==> config.mk <==
export PLATFORM = sky130hd
export DESIGN_NAME = spi_reg_arbiter
export DESIGN_NICKNAME = d
export VERILOG_FILES = /design/src/rtl/spi_reg_pkg.sv /design/src/rtl/spi_reg_txn_fsm.sv /design/src/rtl/spi_reg_arbiter.sv
export SDC_FILE = /design/constraint.sdc
export NUM_CORES = 1
export LEC_CHECK = 0
export ABC_AREA = 0
export CORE_UTILIZATION = 32
export DETAILED_ROUTE_END_ITERATION = 10
export GPL_TIMING_DRIVEN = 0
export PLACE_DENSITY = 0.94
export REMOVE_ABC_BUFFERS = 1
export SLEW_MARGIN = 25
export SYNTH_ARGS = -nofsm -noshare
export SYNTH_HDL_FRONTEND = slang
export SYNTH_SLANG_ARGS = --single-unit
export TNS_END_PERCENT = 20
==> constraint.sdc <==
create_clock -name clk -period 2.45 [get_ports clk]
set_input_delay 0.49 -clock clk [delete_from_list [all_inputs] [get_ports clk]]
set_output_delay 0.49 -clock clk [all_outputs]
set_load 0.01 [all_outputs]
==> src/rtl/spi_reg_pkg.sv <==
// Shared types and constants for the SPI / internal register-file arbiter.
// Also holds the address range check used by both the SPI FSM and the arbiter.
package spi_reg_pkg;

  localparam int ADDR_W    = 7;
  localparam int DATA_W    = 8;
  localparam int unsigned NUM_REGS = 128;
  localparam int RF_RD_LAT = 1;

  typedef enum logic [2:0] {
    S_IDLE     = 3'd0,
    S_ADDR     = 3'd1,
    S_RD_ISSUE = 3'd2,
    S_RD_WAIT  = 3'd3,
    S_RD_HOLD  = 3'd4,
    S_WR_WAIT  = 3'd5,
    S_WR_ISSUE = 3'd6,
    S_DONE     = 3'd7
  } spi_fsm_t;

  typedef struct packed {
    logic              en;
    logic              we;
    logic [ADDR_W-1:0] addr;
    logic [DATA_W-1:0] wdata;
  } rf_cmd_t;

  localparam rf_cmd_t RF_CMD_IDLE = '{
    en:    1'b0,
    we:    1'b0,
    addr:  {ADDR_W{1'b0}},
    wdata: {DATA_W{1'b0}}
  };

  function automatic logic addr_oor(input logic [ADDR_W-1:0] addr,
                                    input int unsigned       num_regs);
    return (32'(addr) >= num_regs);
  endfunction

endpackage

==> src/rtl/spi_reg_txn_fsm.sv <==
// Tracks one SPI register transaction: edge detection, state sequencing and
// the read data / valid level presented back to the SPI slave.
module spi_reg_txn_fsm
  import spi_reg_pkg::*;
#(
  parameter int unsigned NUM_REGS = spi_reg_pkg::NUM_REGS
) (
  input  logic              clk,
  input  logic              reset_n,
  input  logic              i_spi_start_flag,
  input  logic [ADDR_W-1:0] i_spi_addr,
  input  logic              i_spi_addr_valid,
  input  logic              i_spi_rw,
  input  logic              i_spi_wr_valid,
  input  logic [DATA_W-1:0] i_rf_rdata,
  output spi_fsm_t          o_state,
  output logic [DATA_W-1:0] o_spi_rd_data,
  output logic              o_spi_rd_en
);

  spi_fsm_t          r_state;
  logic              r_addr_prev;
  logic              r_wr_prev;
  logic [DATA_W-1:0] r_rd_data;
  logic              r_rd_en;
  logic              w_addr_rise;
  logic              w_wr_rise;
  logic              w_oor;

  assign w_addr_rise = i_spi_addr_valid & ~r_addr_prev;
  assign w_wr_rise   = i_spi_wr_valid & ~r_wr_prev;
  assign w_oor       = addr_oor(i_spi_addr, NUM_REGS);

  // A new start pulse always restarts the transaction, whatever state we are in.
  always_ff @(posedge clk) begin
    if (!reset_n) begin
      r_state     <= S_IDLE;
      r_addr_prev <= 1'b0;
      r_wr_prev   <= 1'b0;
      r_rd_data   <= {DATA_W{1'b0}};
      r_rd_en     <= 1'b0;
    end else begin
      r_addr_prev <= i_spi_addr_valid;
      r_wr_prev   <= i_spi_wr_valid;
      if (i_spi_start_flag) begin
        r_state   <= S_ADDR;
        r_rd_en   <= 1'b0;
        r_rd_data <= {DATA_W{1'b0}};
      end else begin
        case (r_state)
          S_IDLE: r_state <= S_IDLE;
          S_ADDR: begin
            if (w_addr_rise) begin
              r_state <= i_spi_rw ? S_RD_ISSUE : S_WR_WAIT;
            end else begin
              r_state <= S_ADDR;
            end
          end
          S_RD_ISSUE: r_state <= S_RD_WAIT;
          S_RD_WAIT: begin
            r_rd_data <= w_oor ? {DATA_W{1'b0}} : i_rf_rdata;
            r_rd_en   <= 1'b1;
            r_state   <= S_RD_HOLD;
          end
          S_RD_HOLD: begin
            if (!i_spi_addr_valid) begin
              r_state <= S_IDLE;
              r_rd_en <= 1'b0;
            end else begin
              r_state <= S_RD_HOLD;
            end
          end
          // Losing addr_valid before the payload completes aborts the write.
          S_WR_WAIT: begin
            if (!i_spi_addr_valid) begin
              r_state <= S_IDLE;
            end else if (w_wr_rise) begin
              r_state <= S_WR_ISSUE;
            end else begin
              r_state <= S_WR_WAIT;
            end
          end
          S_WR_ISSUE: r_state <= S_DONE;
          S_DONE: begin
            if (!i_spi_addr_valid) begin
              r_state <= S_IDLE;
            end else begin
              r_state <= S_DONE;
            end
          end
          default: r_state <= S_IDLE;
        endcase
      end
    end
  end

  assign o_state       = r_state;
  assign o_spi_rd_data = r_rd_data;
  assign o_spi_rd_en   = r_rd_en;

endmodule

==> src/rtl/spi_reg_arbiter.sv <==
// Shares a single-port register file between the SPI slave (absolute priority)
// and an internal req/gnt requester with a fixed one-cycle read return.
module spi_reg_arbiter
  import spi_reg_pkg::*;
#(
  parameter int unsigned NUM_REGS = spi_reg_pkg::NUM_REGS
) (
  input  logic              clk,
  input  logic              reset_n,
  input  logic              spi_start_flag,
  input  logic [ADDR_W-1:0] spi_addr,
  input  logic              spi_addr_valid,
  input  logic              spi_rw,
  input  logic [DATA_W-1:0] spi_wr_data,
  input  logic              spi_wr_valid,
  output logic [DATA_W-1:0] spi_rd_data,
  output logic              spi_rd_en,
  input  logic              int_req,
  input  logic              int_we,
  input  logic [ADDR_W-1:0] int_addr,
  input  logic [DATA_W-1:0] int_wdata,
  output logic              int_gnt,
  output logic              int_rvalid,
  output logic [DATA_W-1:0] int_rdata,
  output logic              rf_en,
  output logic              rf_we,
  output logic [ADDR_W-1:0] rf_addr,
  output logic [DATA_W-1:0] rf_wdata,
  input  logic [DATA_W-1:0] rf_rdata,
  output logic              err_addr
);

  spi_fsm_t             w_state;
  rf_cmd_t              w_cmd;
  logic                 w_spi_issue;
  logic                 w_spi_oor;
  logic                 w_int_oor;
  logic                 w_int_gnt;
  logic                 w_err;
  logic [RF_RD_LAT-1:0] r_rd_tag;
  logic [RF_RD_LAT-1:0] r_rd_zero;

  spi_reg_txn_fsm #(
    .NUM_REGS (NUM_REGS)
  ) u_txn_fsm (
    .clk              (clk),
    .reset_n          (reset_n),
    .i_spi_start_flag (spi_start_flag),
    .i_spi_addr       (spi_addr),
    .i_spi_addr_valid (spi_addr_valid),
    .i_spi_rw         (spi_rw),
    .i_spi_wr_valid   (spi_wr_valid),
    .i_rf_rdata       (rf_rdata),
    .o_state          (w_state),
    .o_spi_rd_data    (spi_rd_data),
    .o_spi_rd_en      (spi_rd_en)
  );

  // Nothing reaches the register file while reset is asserted.
  assign w_spi_issue = reset_n & ((w_state == S_RD_ISSUE) | (w_state == S_WR_ISSUE));
  assign w_int_gnt   = reset_n & int_req & ~w_spi_issue;
  assign w_spi_oor   = addr_oor(spi_addr, NUM_REGS);
  assign w_int_oor   = addr_oor(int_addr, NUM_REGS);

  // Single command mux: SPI issue cycles win, internal fills every other cycle.
  always_comb begin
    w_cmd = RF_CMD_IDLE;
    w_err = 1'b0;
    if (w_spi_issue) begin
      if (w_spi_oor) begin
        w_err = 1'b1;
      end else begin
        w_cmd.en    = 1'b1;
        w_cmd.we    = (w_state == S_WR_ISSUE);
        w_cmd.addr  = spi_addr;
        w_cmd.wdata = spi_wr_data;
      end
    end else if (w_int_gnt) begin
      if (w_int_oor) begin
        w_err = 1'b1;
      end else begin
        w_cmd.en    = 1'b1;
        w_cmd.we    = int_we;
        w_cmd.addr  = int_addr;
        w_cmd.wdata = int_wdata;
      end
    end else begin
      w_cmd = RF_CMD_IDLE;
    end
  end

  // Return tag follows each granted internal read through the rf read latency.
  always_ff @(posedge clk) begin
    if (!reset_n) begin
      r_rd_tag  <= {RF_RD_LAT{1'b0}};
      r_rd_zero <= {RF_RD_LAT{1'b0}};
    end else begin
      r_rd_tag[0]  <= w_int_gnt & ~int_we;
      r_rd_zero[0] <= w_int_oor;
      for (int i = 1; i < RF_RD_LAT; i++) begin
        r_rd_tag[i]  <= r_rd_tag[i-1];
        r_rd_zero[i] <= r_rd_zero[i-1];
      end
    end
  end

  assign rf_en      = w_cmd.en;
  assign rf_we      = w_cmd.we;
  assign rf_addr    = w_cmd.en ? w_cmd.addr : {ADDR_W{1'b0}};
  assign rf_wdata   = w_cmd.en ? w_cmd.wdata : {DATA_W{1'b0}};
  assign err_addr   = w_err;
  assign int_gnt    = w_int_gnt;
  assign int_rvalid = r_rd_tag[RF_RD_LAT-1];
  assign int_rdata  = (r_rd_tag[RF_RD_LAT-1] && !r_rd_zero[RF_RD_LAT-1]) ? rf_rdata
                                                                         : {DATA_W{1'b0}};

endmodule

# --- Yosys cells after proc, flatten, opt, wreduce, memory -nomap -nowiden ---
# Cells that the tools add are included.
# W data, S select, Z words.
totals:
  reg_bits: 15
  inputBits: 46
  output_inout_bits: 37
  word_cells: 46
op_classes:
  eq_ne: 8
  mux: 15
  bitwise_logic: 12
  n_reduce_logical: 4
op_table:
  columns: ["op", "count"]
  rows:
  - ["$mux W17", 2]
  - ["$pmux W3 S8", 1]
  - ["$mux W8", 2]
  - ["$mux W3", 5]
  - ["$eq A3 B3 Y1 const B", 4]
  - ["$mux W7", 1]
  - ["$and A1 B1 Y1", 6]
  - ["$eq A3 B2 Y1 const B", 2]
  - ["$not A1 Y1", 5]
  - ["$eq A3 B1 Y1 const B", 1]
  - ["$logic_not A3 Y1", 1]
  - ["$mux W1", 2]
  - ["$mux W2", 1]
  - ["$ne A2 B2 Y1 const B", 1]
  - ["$pmux W1 S2", 1]
  - ["$reduce_and A2 Y1", 1]
  - ["$reduce_bool A2 Y1", 1]
  - ["$reduce_or A2 Y1", 1]
  - ["$or A1 B1 Y1", 1]

# --- Longest topological paths before layout ---
# Gate-level depths: netlist (run 1).
logic_depth:
  ltp_word: 8
  depth_mapped: 5
  mapped_depth_nobuf: 4

# --- By module ---
# A second synthesis (run 1) with hierarchy kept.
hier_totals:
  hier_cells: 141
  hier_area_um2: 1122.3
modules_own_cells:
  columns: ["module", "instances", "cells_per_inst", "area_each_um2", "seq_area_each_um2"]
  rows:
  - ["spi_reg_txn_fsm", 1, 70, 591.8, 280.3]
  - ["spi_reg_arbiter", 1, 71, 530.5, 20.0]

# --- Worst setup path before layout (run 1) ---
# OpenSTA, ideal clock, no wires.
synth_path:
  kind: "input to output"
  start: "input port reset_n"
  end: "output port rf_addr[5]"
  arrival_time_ns: 1.111
  required_ns: 1.960
  path_slack_ns: 0.849
  stages: 4
  n_path_buf: 1
  cell_sequence: "nand2_1 > a21oi_4 > buf_6 > a22o_1"
synth_between:
  elab_chain_len: 6
  word_cells_on_any_way: 7
  cone_classes: "mux: 3; bitwise: 4"
synth_rtl:
  columns: ["item", "line", "rtl"]
  rows:
  - ["start: declaration", "spi_reg_arbiter.sv:9", "input logic reset_n,"]
  - ["$and A1 B1 Y1", "spi_reg_arbiter.sv:60", "assign w_spi_issue = reset_n & ((w_state == S_RD_ISSUE) | (w_state == S_WR_ISSUE));"]
  - ["$not A1 Y1", "spi_reg_arbiter.sv:61", "assign w_int_gnt = reset_n & int_req & ~w_spi_issue;"]
  - ["$and A1 B1 Y1 (*)", "spi_reg_arbiter.sv:61", null]
  - ["named net int_gnt", "spi_reg_arbiter.sv:22", "output logic int_gnt,"]
  - ["$mux W17 (*)", "spi_reg_arbiter.sv:78", "end else if (w_int_gnt) begin"]
  - ["$mux W17 (*)", "spi_reg_arbiter.sv:69", "if (w_spi_issue) begin"]
  - ["$mux W7 (*)", "spi_reg_arbiter.sv:109", "assign rf_addr = w_cmd.en ? w_cmd.addr : {ADDR_W{1'b0}};"]
  - ["end: declaration", "spi_reg_arbiter.sv:27", "output logic [ADDR_W-1:0] rf_addr,"]
# The timed path passes the listed nets; every way through them passes the cells marked *.

# --- Worst setup path after layout (run 1) ---
layout_path:
  start: "input port int_req"
  end: "output port int_gnt"
layout_between:
  elab_chain_len: 2
layout_rtl:
  columns: ["item", "line", "rtl"]
  rows:
  - ["start: declaration", "spi_reg_arbiter.sv:18", "input logic int_req,"]
  - ["$and A1 B1 Y1 (2 in a row)", "spi_reg_arbiter.sv:61", null]
  - ["end: declaration", "spi_reg_arbiter.sv:22", null]
# Every way passes these cells.

==> run metrics, run 1 <==
DR DRC count 0; Async SR Flop Fraction 0%; DRT iter0 DRCs 17; TritonCTS Buffers 3; slowest stage cell on the critical path clkdlybuf4s50_1; DP HPWL approximately 2500 µm; Synth area leader dfxtp_1; fin. max-slew vios 0; Worst Path Arrival 1.90 ns; Final setup viols 0; Area after DPL 0.001664 mm²; port bufs 81; most frequent cell after synthesis dfxtp_1; Initial Utilization between 30% and 40%; leading cell types by count after synthesis dfxtp_1, a21oi_1, nand2_1, and2_1, nand3_1; Final Wtd Congestion 0.7492; Die ar. about 0.0030 mm²; clk_lat worst skew 0.27 ns; Hold Crit Class flop to flop; VDD IR max 0.2490 mV; CTS tree yes; Routed Antenna Nets 0; CP dominant cell by count clkdlybuf4s50_1; initial antenna violation count 0; drt total wl 3091 µm; share of post-route cells with drive strength above 1 9.783%; Area Growth Syn to Fin 91.09%; post-detailed-route wirelength per cell around 14 µm; Gate Count Post-Synth 106; synth warn 0; total vias in the final route 1084; Avg Synthesized Cell Area 8.345 µm²; run status completed; Clock Skew 0.003778 ns; RSZ-0062 raised after global routing no; clock root cell clkbuf_4; GR Util All Layers a little over a fifth; CTS clk-pin slew, worst paths 0.09 ns; Synth area leaders dfxtp_1, a22o_1, a22o_2, a21oi_1, and2_1; distinct cell type count of the synthesized netlist 29; die width 54.58 µm; vias in the first global route 1016; first-pass iteration count of the detailed router 4; I/O pin cnt 83; hold buffers post-CTS 0; Tcrit/Tclk final 97.43%; static leakage 0.6786 nW; Data required, critical path ~2.0 ns; Post-Layout Inst Area 0.001690 mm²; Post-Place Setup Slack -0.4340 ns; EDFF count, synth 0; fin nets 231; Max Cap Viol 0; Worst Path Class, Setup primary input to output port; Sink Count 15; synthesized cell area roughly 880 µm²; top_reg_cell synth dfxtp_1; min Tclk post-route 2.387 ns; Rows 18; pin count of the biggest net entering global routing 19; post-synthesis sequential area ratio 33.95%; Core Util, Final 66.42%; Clock Path Buffers 2; FMAX 0.4189 GHz; first-pass GRT wire length 4498 µm; Worst Setup Slack, final about 0.063 ns; crit path max fanout 18; Yosys reg bits 15; CP cell instances clkdlybuf4s50_1 > nand2_1 > a21oi_4 > buf_12 > clkdlybuf4s50_1; Via density 5.065; gr ovfl total 0; crit end category output port; die height about 55 µm; final hold vios 0; total core area 0.002545 mm²; critical path launch point type primary input; htree depth 1; power density cells 336.9 mW/mm²; Crit path largest cell delay 0.54 ns; Ant. Diodes 0; Synth top area share 33.95%
-- registers in the layout, indices dropped and copies added (netlist names) --
signal / cells
u_txn_fsm.r_addr_prev: 1
int_rvalid: 1
u_txn_fsm.o_state: 3
u_txn_fsm.o_spi_rd_data: 8
u_txn_fsm.o_spi_rd_en: 1
u_txn_fsm.r_wr_prev: 1
-- power by group --
part / leakage (nW) / internal (W) / switching (W)
Clock: 0.0150 / 0.0000630 / 0.0000735
Sequential: 0.122 / 0.000249 / 0.00000767
Combinational: 0.541 / 0.000112 / 0.0000643
-- cell type report --
type,count,area [µm²]
clock buffers,4,26.28
fillers,210,854.6
inverters,3,11.26
multi-input cells,80,504.2
flip-flops and latches,15,301.5
well taps,30,37.54
repair buffers,82,809.5
-- repair_timing --
item | in CTS | in global routing
buffers inserted | 1 | 0
resized for setup | 18 | 0
hold endpoints to repair | 0 | 0
setup endpoints to repair | 18 | 0
-- critical path, delay by kind of cell --
kind,cells,cell delay [ns]
compound gates,1,0.15
buf+inv,3,1.18
simple gates,1,0.08
-- worst paths after layout --
path | from | end | cells past startpoint | slack, ns
worst max-delay path | int_req | int_gnt | 5 | 0.06
worst min-delay path | u_txn_fsm.o_spi_rd_data[5]$_SDFFE_PP0P_ | u_txn_fsm.o_spi_rd_data[5]$_SDFFE_PP0P_ | 2 | 0.46
worst max register to register | u_txn_fsm.o_state[0]$_SDFF_PN0_ | u_txn_fsm.o_spi_rd_data[2]$_SDFFE_PP0P_ | 4 | 1.10
worst min register to register | u_txn_fsm.o_spi_rd_data[5]$_SDFFE_PP0P_ | u_txn_fsm.o_spi_rd_data[5]$_SDFFE_PP0P_ | 2 | 0.46
-- per-stage QoR --
stage                     hold WS (ns)  total power [W]  TNS, ns  std cells
after floorplan                 0.4805        0.0003177        0         98
after global placement          0.4444        0.0004375   -5.963        209
after detailed placement        0.4477        0.0004436   -6.855        209
after CTS                       0.4596        0.0005720        0        214
after global routing            0.4884        0.0006006        0        214
final                           0.4603        0.0005695        0        214
-- layout by cell type (no fill, tap or decap) --
| cell type | count |
|---|---|
| a22o_2 | 7 |
| clkbuf_1 | 1 |
| buf_12 | 1 |
| nand2_1 | 11 |
| nor2_1 | 1 |
| a21oi_1 | 13 |
| dlygate4sd2_1 | 17 |
| nor2b_2 | 1 |
| a21boi_0 | 1 |
| o21ai_0 | 3 |
| clkdlybuf4s50_1 | 64 |
| inv_2 | 1 |
| dfxtp_1 | 14 |
| and3_2 | 1 |
| dfxtp_2 | 1 |
| o21bai_1 | 1 |
| a21oi_4 | 1 |
| nor2b_1 | 1 |
| nand2_2 | 1 |
| nor3_1 | 3 |
| clkbuf_4 | 3 |
| inv_1 | 2 |
| nand3b_1 | 1 |
| nand3_1 | 10 |
| conb_1 | 1 |
| nand2b_1 | 2 |
| and2_1 | 10 |
| and3_4 | 1 |
| a22o_1 | 9 |
| a21o_1 | 1 |
-- layer usage --
metal | GRT usage [%] | vias to the layer above | routed length (µm)
met5 | 0 | - | 0
met4 | 9.402 | 0 | 55
met3 | 8.333 | 6 | 324
met2 | 39.43 | 65 | 1604
met1 | 22.19 | 482 | 1108
li1 | - | 531 | -
-- cells by family after synthesis --
logic type,Yosys count,share of synthesized area [%]
buffers and inverters,11,9.052
AOI/OAI and AO/OA,36,30.27
and+or+nand+nor,43,26.31
DFF,15,33.95
other,1,0.4239
Power figures use the tool's default switching activity.
==> run 2, diff against run 1 <==
--- a/config.mk
+++ b/config.mk
@@ -11,7 +11,7 @@
 export GPL_TIMING_DRIVEN = 0
 export PLACE_DENSITY = 0.94
 export REMOVE_ABC_BUFFERS = 1
-export SLEW_MARGIN = 25
+export SLEW_MARGIN = 40
 export SYNTH_ARGS = -nofsm -noshare
 export SYNTH_HDL_FRONTEND = slang
 export SYNTH_SLANG_ARGS = --single-unit
==> results of run 2 <==
The final DEF is identical to that of run 1; final timing and power are the same.
==> run 3, diff against run 2 <==
--- a/config.mk
+++ b/config.mk
@@ -6,13 +6,14 @@
 export NUM_CORES = 1
 export LEC_CHECK = 0
 export ABC_AREA = 0
-export CORE_UTILIZATION = 32
+export CORE_UTILIZATION = 35
 export DETAILED_ROUTE_END_ITERATION = 10
 export GPL_TIMING_DRIVEN = 0
-export PLACE_DENSITY = 0.94
+export PLACE_DENSITY = 0.92
 export REMOVE_ABC_BUFFERS = 1
 export SLEW_MARGIN = 40
 export SYNTH_ARGS = -nofsm -noshare
 export SYNTH_HDL_FRONTEND = slang
+export SYNTH_HIERARCHICAL = 1
 export SYNTH_SLANG_ARGS = --single-unit
 export TNS_END_PERCENT = 20
==> run metrics, run 3 <==
first-pass GRT wire length 4636 µm; Clock Path Buffers 2; Post-Layout Inst Area 0.001964 mm²; hold depth 2; Synth area leader dfxtp_1; VDD IR max 0.1613 mV; first-pass iteration count of the detailed router 4; GR Util All Layers around 18%; post-synthesis sequential area ratio 26.76%; worst reg2reg setup slack 1.16 ns; Synth area leaders dfxtp_1, a21boi_2, nand3_2, nand2_1, nand3_1; Data required, critical path 1.96 ns; top_reg_cell synth dfxtp_1; Seq pwr share ~44%; fin. max-slew vios 0; Via density a little under 5; final hold vios 0; most frequent cell after synthesis nand2_1; Sink Count 15; hold_sp u_txn_fsm/o_spi_rd_data[7]$_SDFFE_PP0P_; max FFs per register 8; Gate Count Post-Synth 141; Ant. Diodes 0; TritonCTS Buffers 3; Worst Path Class, Setup flop to output port; share of post-route cells with drive strength above 1 ~16%; I/O pin cnt 83; Worst Path Arrival 1.86 ns; DP HPWL 2178 µm; CTS tree yes; vias in the first global route approximately 1100; Rows 20; port bufs 81; synth warn 6; leading cell types by count after synthesis nand2_1, dfxtp_1, nand3_1, a21oi_1, and2_1; slowest stage cell on the critical path clkdlybuf4s50_1; drt total wl 2975 µm; pin count of the biggest net entering global routing 23; hold buffers post-CTS 0; Clk pwr share 23.6%; initial antenna violation count 0; Initial Utilization 36.76%; Synth top area share 26.76%; power share of the combinational group 32.0%; crit end category output port; Crit path largest cell delay between 0.5 and 0.6 ns; Worst Hold Path EP u_txn_fsm/o_spi_rd_data[7]$_SDFFE_PP0P_; switching pwr 0.0001525 W; Core Util, Final 64.34%; power density cells 299.1 mW/mm²; die width slightly below 60 µm; EDFF count, synth 0; distinct cell type count of the synthesized netlist 30; min Tclk post-route between 2 and 2.5 ns; DRT iter0 DRCs 22; clock root cell clkbuf_4; Max Cap Viol 0; DR DRC count 0; Hold Crit Class flop to flop; Tcrit/Tclk final roughly 96%; FF-to-FF path depth 4; static leakage 0.6821 nW; post-detailed-route wirelength per cell approximately 11 µm; htree depth 1; CTS clk-pin slew, worst paths 0.09 ns; crit path max fanout 20; worst hold margin roughly 0.46 ns; Async SR Flop Fraction 0%; Clock Skew 0.002088 ns; total vias in the final route 1257; synthesized cell area 0.001122 mm²; Final Wtd Congestion 0.7247; RR Endpoint u_txn_fsm/o_spi_rd_data[1]$_SDFFE_PP0P_; sw frac 25.96%; Reg-to-Reg Start u_txn_fsm/o_state[1]$_SDFF_PP0_; fin nets 262; total internal power between 0.0004 and 0.0005 W; FMAX about 0.43 GHz; die height 58.63 µm; Area Growth Syn to Fin 75.03%; Routed Antenna Nets 0; area of the multi-input gates 743.2 µm²; most frequent cells in the layout clkdlybuf4s50_1, nand2_1, nand3_1, dfxtp_1; sequential cell area 307.8 µm²; clk_lat worst skew 0.28 ns; Avg Synthesized Cell Area 7.960 µm²; most common cell after layout, fill and taps aside clkdlybuf4s50_1; Yosys reg bits 15; CP cell instances nand2b_4 > nand3_1 > a21boi_1 > clkdlybuf4s50_1; placed insts 253; critical path launch point type flop; gr ovfl total 0; Area after DPL 0.001887 mm²; Final setup viols 0; Post-Layout Cell Count 259; RSZ-0062 raised after global routing no; # fillers 257; run status completed; Die ar. 0.003437 mm²; total core area 0.003053 mm²
## run 3: repair_timing
item / in CTS / in global routing
setup buffers: 1 / 0
gates cloned: 0 / 1
endpoints found under the setup margin: 18 / 16
hold endpoints to repair: 0 / 0
gates resized for setup: 10 / 6
## run 3: how the worst max path moves through the flow
stage	from	endpoint	depth (start not counted)
floorplan	u_txn_fsm/o_state[0]$_SDFF_PN0_	rf_addr[0]	3
global placement	int_req	rf_addr[0]	4
detailed placement	u_txn_fsm/o_state[0]$_SDFF_PN0_	rf_addr[6]	4
CTS	u_txn_fsm/o_state[0]$_SDFF_PN0_	rf_we	4
global route	u_txn_fsm/o_state[0]$_SDFF_PN0_	rf_wdata[2]	4
finish	u_txn_fsm/o_state[0]$_SDFF_PN0_	rf_we	4
## run 3: layout make-up
cell class	instances	share of cell area, %
timing repair buffer	82	42.17
inverter	1	0.1911
sequential	15	15.67
multi-input combinational	113	37.83
tap	44	2.803
clock buffer	4	1.338
## run 3: cell families after synthesis
family	Yosys count	synth area share (%)
other cells	1	0.3341
flops	15	26.76
compound gates	35	23.86
buf+inv	14	9.587
simple gates	76	39.47
## run 3: routing by layer
| metal | vias up | GRT usage, % | wire (µm) | part of all wire (%) |
|---|---|---|---|---|
| li1 | 636 | - | - | - |
| met1 | 558 | 20.00 | 1291 | 43 |
| met2 | 57 | 31.86 | 1425 | 48 |
| met3 | 6 | 4.396 | 213 | 7.2 |
| met4 | 0 | 6.122 | 45 | 1.5 |
| met5 | - | 0 | 0 | 0 |
## run 3: stage by stage
step	setup TNS [ns]	total power [W]	setup WS, ns
2_1_floorplan	0	0.0003242	0.3727
3_3_place_gp	-7.241	0.0004494	-0.4397
3_5_place_dp	-7.632	0.0004523	-0.4734
4_1_cts	0	0.0005869	0.004127
5_1_grt	0	0.0006176	0.01703
6_report	0	0.0005876	0.1027
## run 3: critical path: cells and delay by family (launching register included)
kind | cells | cell delay (ns)
AOI/OAI and AO/OA | 1 | 0.16
and+or+nand+nor | 2 | 0.35
buffers and inverters | 1 | 0.56
DFF | 1 | 0.50
## run 3: power by group through the flow
stage,logic [W],registers (W),clock network (W)
finish,0.000188,0.000261,0.000139
global placement,0.000184,0.000265,0
floorplan,0.0000614,0.000263,0
detailed placement,0.000187,0.000265,0
CTS,0.000189,0.000260,0.000138
global route,0.000203,0.000262,0.000152
